===== src/rtl/cpu_fetch.sv =====
// Instruction fetch unit for the moxie core.
// Reads 16-bit halfwords from instruction memory over a read/ack handshake,
// assembles opcode + 32-bit immediate for long opcodes, presents the result
// to decode (honouring stall_i), and redirects on branch_flag_i, discarding
// any fetch that was already in flight.
// Optional feature: define MOXIE_FETCH_PREFETCH_EN to prefetch one halfword
// while an instruction is being presented.
//
// Memory handshake: imem_read_o and imem_address_o stay constant from the
// cycle the request is raised until the cycle imem_ack_i=1; imem_data_i is
// sampled in that cycle; an ack while imem_read_o=0 is ignored.
// Decode handshake: an instruction is consumed on a cycle with valid_o=1 and
// stall_i=0; a redirect in that cycle wins and nothing is consumed.
module cpu_fetch #(
  parameter logic [31:0] RESET_PC = 32'h0000_1000
) (
  input  logic        clk_i,
  input  logic        rst_i,
  output logic [31:0] imem_address_o,
  output logic        imem_read_o,
  input  logic [15:0] imem_data_i,
  input  logic        imem_ack_i,
  input  logic        branch_flag_i,
  input  logic [31:0] branch_target_i,
  input  logic        stall_i,
  output logic [15:0] opcode_o,
  output logic [31:0] operand_o,
  output logic        valid_o,
  output logic [31:0] pc_o
);

  // DRAIN waits out a request that was in flight when a redirect arrived.
  typedef enum logic [2:0] {
    FETCH_OP = 3'd0,
    FETCH_HI = 3'd1,
    FETCH_LO = 3'd2,
    PRESENT  = 3'd3,
    DRAIN    = 3'd4
  } state_t;

  state_t      state_q, state_d;
  logic [31:0] pc_q, pc_d;
  logic [31:0] drain_addr_q, drain_addr_d;
  logic [31:0] op_pc_q, op_pc_d;
  logic [15:0] opcode_q, opcode_d;
  logic [31:0] operand_q, operand_d;
  logic        run_q;
  logic        req;
  logic        ack;

`ifdef MOXIE_FETCH_PREFETCH_EN
  logic        hold_valid_q, hold_valid_d;
  logic [15:0] hold_data_q, hold_data_d;
  logic [31:0] hold_addr_q, hold_addr_d;
  logic [15:0] next_hw;
  logic [31:0] next_addr;
`endif

  // Opcodes whose high byte is in this set carry a 32-bit immediate.
  function automatic logic is_long(input logic [15:0] op);
    case (op[15:8])
      8'h01, 8'h03, 8'h08, 8'h09, 8'h0C, 8'h0D, 8'h1A, 8'h1B, 8'h1D,
      8'h1F, 8'h20, 8'h22, 8'h24, 8'h36, 8'h37, 8'h38, 8'h39: is_long = 1'b1;
      default: is_long = 1'b0;
    endcase
  endfunction

  // Request generation: fetch states always request; PRESENT only prefetches.
  always_comb begin
    req = 1'b0;
    if (run_q) begin
      case (state_q)
        FETCH_OP, FETCH_HI, FETCH_LO, DRAIN: req = 1'b1;
`ifdef MOXIE_FETCH_PREFETCH_EN
        PRESENT: req = !hold_valid_q;
`endif
        default: req = 1'b0;
      endcase
    end
  end

  assign ack            = imem_ack_i & req;
  assign imem_read_o    = req;
  assign imem_address_o = (state_q == DRAIN) ? drain_addr_q : pc_q;
  assign valid_o        = (state_q == PRESENT);
  assign opcode_o       = opcode_q;
  assign operand_o      = operand_q;
  assign pc_o           = op_pc_q;

  // Next-state logic; a redirect overrides everything at the end.
  always_comb begin
    state_d      = state_q;
    pc_d         = pc_q;
    drain_addr_d = drain_addr_q;
    op_pc_d      = op_pc_q;
    opcode_d     = opcode_q;
    operand_d    = operand_q;
`ifdef MOXIE_FETCH_PREFETCH_EN
    hold_valid_d = hold_valid_q;
    hold_data_d  = hold_data_q;
    hold_addr_d  = hold_addr_q;
    next_hw      = hold_valid_q ? hold_data_q : imem_data_i;
    next_addr    = hold_valid_q ? hold_addr_q : pc_q;
`endif

    case (state_q)
      FETCH_OP: begin
        if (ack) begin
          opcode_d  = imem_data_i;
          operand_d = 32'd0;
          op_pc_d   = pc_q;
          pc_d      = pc_q + 32'd2;
          state_d   = is_long(imem_data_i) ? FETCH_HI : PRESENT;
        end
      end
      FETCH_HI: begin
        if (ack) begin
          operand_d[31:16] = imem_data_i;
          pc_d             = pc_q + 32'd2;
          state_d          = FETCH_LO;
        end
      end
      FETCH_LO: begin
        if (ack) begin
          operand_d[15:0] = imem_data_i;
          pc_d            = pc_q + 32'd2;
          state_d         = PRESENT;
        end
      end
      PRESENT: begin
`ifdef MOXIE_FETCH_PREFETCH_EN
        if (ack) begin
          hold_valid_d = 1'b1;
          hold_data_d  = imem_data_i;
          hold_addr_d  = pc_q;
          pc_d         = pc_q + 32'd2;
        end
`endif
        if (!stall_i) begin
          state_d = FETCH_OP;
`ifdef MOXIE_FETCH_PREFETCH_EN
          // A halfword already in hand becomes the next opcode without
          // spending a FETCH_OP cycle.
          if (hold_valid_q || ack) begin
            opcode_d     = next_hw;
            operand_d    = 32'd0;
            op_pc_d      = next_addr;
            hold_valid_d = 1'b0;
            state_d      = is_long(next_hw) ? FETCH_HI : PRESENT;
          end
`endif
        end
      end
      DRAIN: begin
        if (ack) state_d = FETCH_OP;
      end
      default: state_d = FETCH_OP;
    endcase

    if (branch_flag_i) begin
      pc_d         = branch_target_i & ~32'd1;
      drain_addr_d = imem_address_o;
      state_d      = (req && !imem_ack_i) ? DRAIN : FETCH_OP;
`ifdef MOXIE_FETCH_PREFETCH_EN
      hold_valid_d = 1'b0;
`endif
    end
  end

  // State and datapath registers.
  always_ff @(posedge clk_i or posedge rst_i) begin
    if (rst_i) begin
      state_q      <= FETCH_OP;
      pc_q         <= RESET_PC;
      drain_addr_q <= RESET_PC;
      op_pc_q      <= RESET_PC;
      opcode_q     <= 16'd0;
      operand_q    <= 32'd0;
      run_q        <= 1'b0;
    end else begin
      state_q      <= state_d;
      pc_q         <= pc_d;
      drain_addr_q <= drain_addr_d;
      op_pc_q      <= op_pc_d;
      opcode_q     <= opcode_d;
      operand_q    <= operand_d;
      run_q        <= 1'b1;
    end
  end

`ifdef MOXIE_FETCH_PREFETCH_EN
  // One-entry prefetch holding register.
  always_ff @(posedge clk_i or posedge rst_i) begin
    if (rst_i) begin
      hold_valid_q <= 1'b0;
      hold_data_q  <= 16'd0;
      hold_addr_q  <= 32'd0;
    end else begin
      hold_valid_q <= hold_valid_d;
      hold_data_q  <= hold_data_d;
      hold_addr_q  <= hold_addr_d;
    end
  end
`endif

endmodule


===== config.mk =====
export PLATFORM = sky130hd
export DESIGN_NAME = cpu_fetch
export DESIGN_NICKNAME = d
export VERILOG_FILES = /design/src/rtl/cpu_fetch.sv
export SDC_FILE = /design/constraint.sdc
export NUM_CORES = 1
export LEC_CHECK = 0
export BUFFER_PORTS_ARGS = -buffer_cell sky130_fd_sc_hd__buf_4
export CAP_MARGIN = 10
export CORE_MARGIN = 2
export CORE_UTILIZATION = 53
export DETAILED_ROUTE_END_ITERATION = 7
export HOLD_SLACK_MARGIN = 0.03
export PLACE_DENSITY = 0.8
export SLEW_MARGIN = 20
export SYNTH_ARGS = -nofsm -noshare
export SYNTH_HDL_FRONTEND = slang
export SYNTH_SLANG_ARGS = --single-unit

===== constraint.sdc =====
create_clock -name clk_i -period 5 [get_ports clk_i]
set_input_delay 0 -clock clk_i [delete_from_list [all_inputs] [get_ports clk_i]]
set_output_delay 0 -clock clk_i [all_outputs]
set_load 0.02 [all_outputs]

# Yosys cells after proc, flatten, opt, wreduce, memory -nomap -nowiden
# Memory sizes are Yosys's and may differ from the RTL's.
# Cells that the tools add are included.
totals:
  reg_bits: 148
  rom_bits: 64
  inputBits: 53
  out_inout_bits: 114
  word_cells: 60
  mem_count: 1
mem_list:
  columns: ["memory", "depth", "word_bits", "read_ports", "rd_clocked_by_memory_dff", "write_ports", "line_no", "source"]
  rows:
  - ["(name not given)", 64, 1, 1, 0, 0, "61", "case (op[15:8])"]
classes:
  n_addsub: 1
  n_eq_ne: 12
  n_mux: 22
  bitwise_logic: 1
  n_reduce_logical: 15
op_table:
  columns: ["operator", "n"]
  rows:
  - ["$mux W32", 5]
  - ["$pmux W16 S2", 2]
  - ["$add A32 B2 Y32 const B", 1]
  - ["$mux W3", 7]
  - ["$mux W16", 1]
  - ["$ne A3 B3 Y1 const B", 5]
  - ["$pmux W3 S5", 1]
  - ["$reduce_bool A2 Y1", 4]
  - ["$eq A3 B2 Y1 const B", 2]
  - ["$ne A2 B2 Y1 const B", 3]
  - ["$reduce_and A3 Y1", 2]
  - ["$mux W1", 5]
  - ["$reduce_and A5 Y1", 1]
  - ["$reduce_and A2 Y1", 2]
  - ["$reduce_or A4 Y1", 1]
  - ["$eq A3 B1 Y1 const B", 1]
  - ["$eq A3 B3 Y1 const B", 1]
  - ["$logic_not A3 Y1", 1]
  - ["$reduce_or A3 Y1", 1]
  - ["$logic_not A2 Y1", 1]
  - ["$mux W2", 1]
  - ["$and A1 B1 Y1", 1]
  - ["$logic_and A1 B1 Y1", 1]
  - ["$logic_not A1 Y1", 1]

# Logic depth before layout (Yosys ltp)
logic_depth:
  ltp_word: 11
  ltp_mapped: 7

# Worst setup path before layout
# No wires, ideal clock.
synth_path:
  kind: "register to register"
  startpoint: "register pc_q[12]"
  endpoint: "register pc_q[23]"
  setup_ps: 125
  arrival_ps: 1785
  t_required_ps: 4875
  setup_slack_ps: 3090
  path_stages_with_launch: 8
  cell_sequence: "dfstp_2 -> clkbuf_1 -> and4_1 -> and2_1 -> buf_2 -> nand4_1 -> xnor2_1 -> mux2_2"
synth_between:
  elab_chain_cells: 4
synth_lines:
  columns: ["element", "line_no", "source"]
  rows:
  - ["start, declared", "42", "logic [31:0] pc_q, pc_d;"]
  - ["start signal, assigned", "182", "pc_q <= pc_d;"]
  - ["$add A32 B2 Y32", "112, 119, 126", null]
  - ["$mux W32", "108, 117, 124", null]
  - ["$mux W32", null, null]
  - ["$mux W32", "160", "if (branch_flag_i) begin"]
# No other way between the ends. The select of a mux whose other input is x is not followed.
# A chain may end at the register's enable or synchronous reset.

# Final worst setup path
layout_path:
  startpoint: "register state_q[2]"
  endpoint: "register op_pc_q[13] (netlist: pc_o[13])"
layout_between:
  elab_chain_cells: 6
  word_cells_on_any_way: 9
  classes_between: "eq/ne: 3; mux: 2; bitwise: 1; reduce/logical: 3"
layout_lines:
  columns: ["element", "line_no", "source"]
  rows:
  - ["start, declared", "41", "state_t state_q, state_d;"]
  - ["start signal, assigned", "181", "state_q <= state_d;"]
  - ["$eq A3 B3 Y1, or another cell as far along", "72", "case (state_q)"]
  - ["$reduce_or A4 Y1", "72", null]
  - ["$mux W1", "72", null]
  - ["$mux W1", "71", "if (run_q) begin"]
  - ["$and A1 B1 Y1", "82", "assign ack = imem_ack_i & req;"]
  - ["$reduce_and A2 Y1 (no line) (*)", null, null]
  - ["end signal, assigned", "184", "op_pc_q <= op_pc_d;"]
  - ["end, declared", "44", "logic [31:0] op_pc_q, op_pc_d;"]
# Mark *: on every way between the ends. The rest lies on a longest branch, timed or not.

==> results.cfg <==
[run_status]
status = complete, no violations

[clocking]
htreeDepth = 4
cts_buffer_depth = 2
cts_resized = 0
clk_pin_slew_ns = 0.06
numCtsBuffers = 17
cts_tree = built
cts-root-buf = clkbuf_16
insertion_delay_ns = 0.42
post_cts.repair.setup_buffers = 0
clock_sinks = 146

[power]
pwr-share-comb_pct = 27.1
p_switching_uw = 1209
sw_frac_of_total_pct = 30.46
ir_drop_mv = 0.3020
leakage_uw = 0.004200
p_int_uw = 2760
power_density_mw_per_mm2 = 436.1
clkPwrFrac_pct = 32.9
seqPwrFrac_pct = 40.1

[sta]
min_period_over_period_pct = 56.31
fmax_mhz = 355.2
hold_viol_final = 0
slew_viol_final = 0
setup_slack_ns = 2.185
finalSetupViolCount = 0
clock_skew_ns = 0.009712
finalCriticalPeriod_ns = 2.815
tns_ns = 0
tightestPinTransition_ns = 1.076
grt_setup_unrepaired = no
relSlewSlack_pct = 27.92

[floorplanning]
core_mm2 = 0.01216
chipHeight_um = 116.1
floorplan.die.width_um = 116.1
pin_count = 167
std_cell_rows = 40
die-area_mm2 = 0.01349
initial_core_util_pct = 54.79

[logic_synthesis]
syn_area_mm2 = 0.006664
yosys_register_bits = 146
async_reset_ff_share_pct = 100.0
synthFlopType = dfrtp_1
yosys-top-cells-area = dfrtp_1 (54%), mux2_2 (18%), nand2_1 (6.0%), o21ai_0 (4.7%), xor2_1 (2.4%)
syn_inst = 589
synth_largest_area_cell = dfrtp_1
synth_edf_count = 0
synth_cell_types = 52
synth_area_per_cell_um2 = 11.31
synth_fp_nets = 643
yosysTopAreaCellShare_pct = 53.70
yosysWarnings = 0
synth-seq-area-share_pct = 54.88

[finish]
n_antenna_cell = 0
final_cell_mix = buf_4 (169), dfrtp_1 (142), nand2_1 (106), mux2_2 (106), o21ai_0 (62)
final_common_cell = buf_4
drive_gt1_share_pct = 40.43
final_util_pct = 74.83
regArea_mm2 = 0.003659
multi_input_area_mm2 = 0.002843
final_nets = 841
final_area_mm2 = 0.009100
fillers = 798
area_growth_pct = 36.56

[routing]
route.detailed.drc = 0
vias = 5389
ant_nets = 0
wl_um = 17580
drt_pass1_iterations = 5
drt_iter0_markers = 412
viasPerCell = 5.573
wl_per_cell_um = 18.18

[critical_path]
crit_type = reg2reg
cp.arrival_ns = 3.11
start_kind = flop
end_kind = flop
path_max_fanout = 33
worstPathRequired_ns = 5.29

[global_route]
grt_pass1_vias = 5490
grt_max_degree = 75
grt_pass1_wl_um = 27620
grt-ovfl-total = 0
grt_usage_pct = 26.93
antenna_found_initial = 0

[placed_design]
portBuffers = 164
dp_worst_setup_slack_ns = 1.803
gp_congestion = 0.8397
dpl-instance-area_mm2 = 0.007993
dp_hpwl_um = 10730

[job]
drv_cap = 0

[worst_hold_path]
holdCritPathClass = in2reg
## through the flow
step           total power (uW)  hold slack [ns]  cells
3_5_place_dp               2639           0.1459    886
6_report                   3969           0.1043    967
2_1_floorplan              2175           0.1054    589
4_1_cts                    3975          0.08118    967
5_1_grt                    4130           0.1355    967
3_3_place_gp               2598           0.1322    886
## worst max-delay path, cell delays in order, from the launching register on
cell and delay [ns]:
dfrtp_1 0.42, and3b_1 0.30, nand2b_2 0.35, nor2_4 0.72, buf_4 0.48, mux2_2 0.39
## layout make-up
type / instances / share of cell area (%)
clock buffer: 21 / 5.170
clock inverter: 10 / 1.457
inverter: 3 / 0.1787
multi-input combinational: 400 / 31.24
sequential: 146 / 40.20
tap: 168 / 2.310
timing repair buffer: 219 / 19.44
## metal layers
metal  global-route usage [%]  routed length [um]  up-vias  share of wire, %
met2                    43.86                8748      213                50
li1                         -                   -     2442                 -
met4                    11.03                 446        0               2.5
met5                        0                   0        -                 0
met3                    8.718                1121       41               6.4
met1                    33.49                7262     2693                41
## cell families after synthesis
kind of cell | share of synthesized area [%]
flip-flops | 54.88
AND/OR/NAND/NOR | 13.56
AO/OA/AOI/OAI | 6.609
other | 0.1127
adder cells (fa/ha/maj) | 0.3379
buffers and inverters | 2.722
multiplexers | 18.36
XOR/XNOR | 3.417
## flip-flops by register name, indices dropped and copies added, names as in the netlist
register	flops
drain_addr_q	32
opcode_o	16
operand_o	32
pc_o	31
pc_q	31
run_q	1
state_q	3
## what timing repair did
item,CTS,global route
hold endpoints to repair,151,0
endpoints found under the setup margin,0,0
hold buffers,50,0
## synth_stat cells (all sizes together), types with 2 or more instances
| library cell | count |
|---|---|
| dfrtp | 143 |
| mux2 | 106 |
| nand2 | 106 |
| o21ai | 64 |
| clkbuf | 22 |
| buf | 18 |
| xor2 | 18 |
| nand3 | 16 |
| nand4 | 12 |
| nor2 | 11 |
| xnor2 | 8 |
| and2 | 5 |
| and4 | 5 |
| nor2b | 4 |
| and3 | 3 |
| dfstp | 3 |
| inv | 3 |
| mux2i | 3 |
| nand2b | 3 |
| nor3 | 3 |
| nor4b | 3 |
| o211ai | 3 |
| a21oi | 2 |
| a31oi | 2 |
| conb | 2 |
| nand3b | 2 |
| nor3b | 2 |
## power by group through the flow
| stage | registers, uW | logic (uW) | clock network [uW] |
|---|---|---|---|
| 2_1_floorplan | 1730 | 441 | 0 |
| 3_3_place_gp | 1580 | 1020 | 0 |
| 3_5_place_dp | 1600 | 1040 | 0 |
| 4_1_cts | 1580 | 1080 | 1310 |
| 5_1_grt | 1620 | 1150 | 1370 |
| 6_report | 1590 | 1070 | 1300 |
## path summary, 6_finish.rpt
path,slack (ns),startpoint,cells past startpoint,end
max,2.18,state_q[2],5,pc_o[13]
min,0.10,branch_flag_i,2,state_q[0]
max reg2reg,2.18,state_q[2],5,pc_o[13]
min reg2reg,0.48,drain_addr_q[0],1,drain_addr_q[0]
max in group asynchronous,3.30,rst_i,4,state_q[0]
min in group asynchronous,0.24,rst_i,3,pc_o[25]
Power figures use the tool's default switching activity.
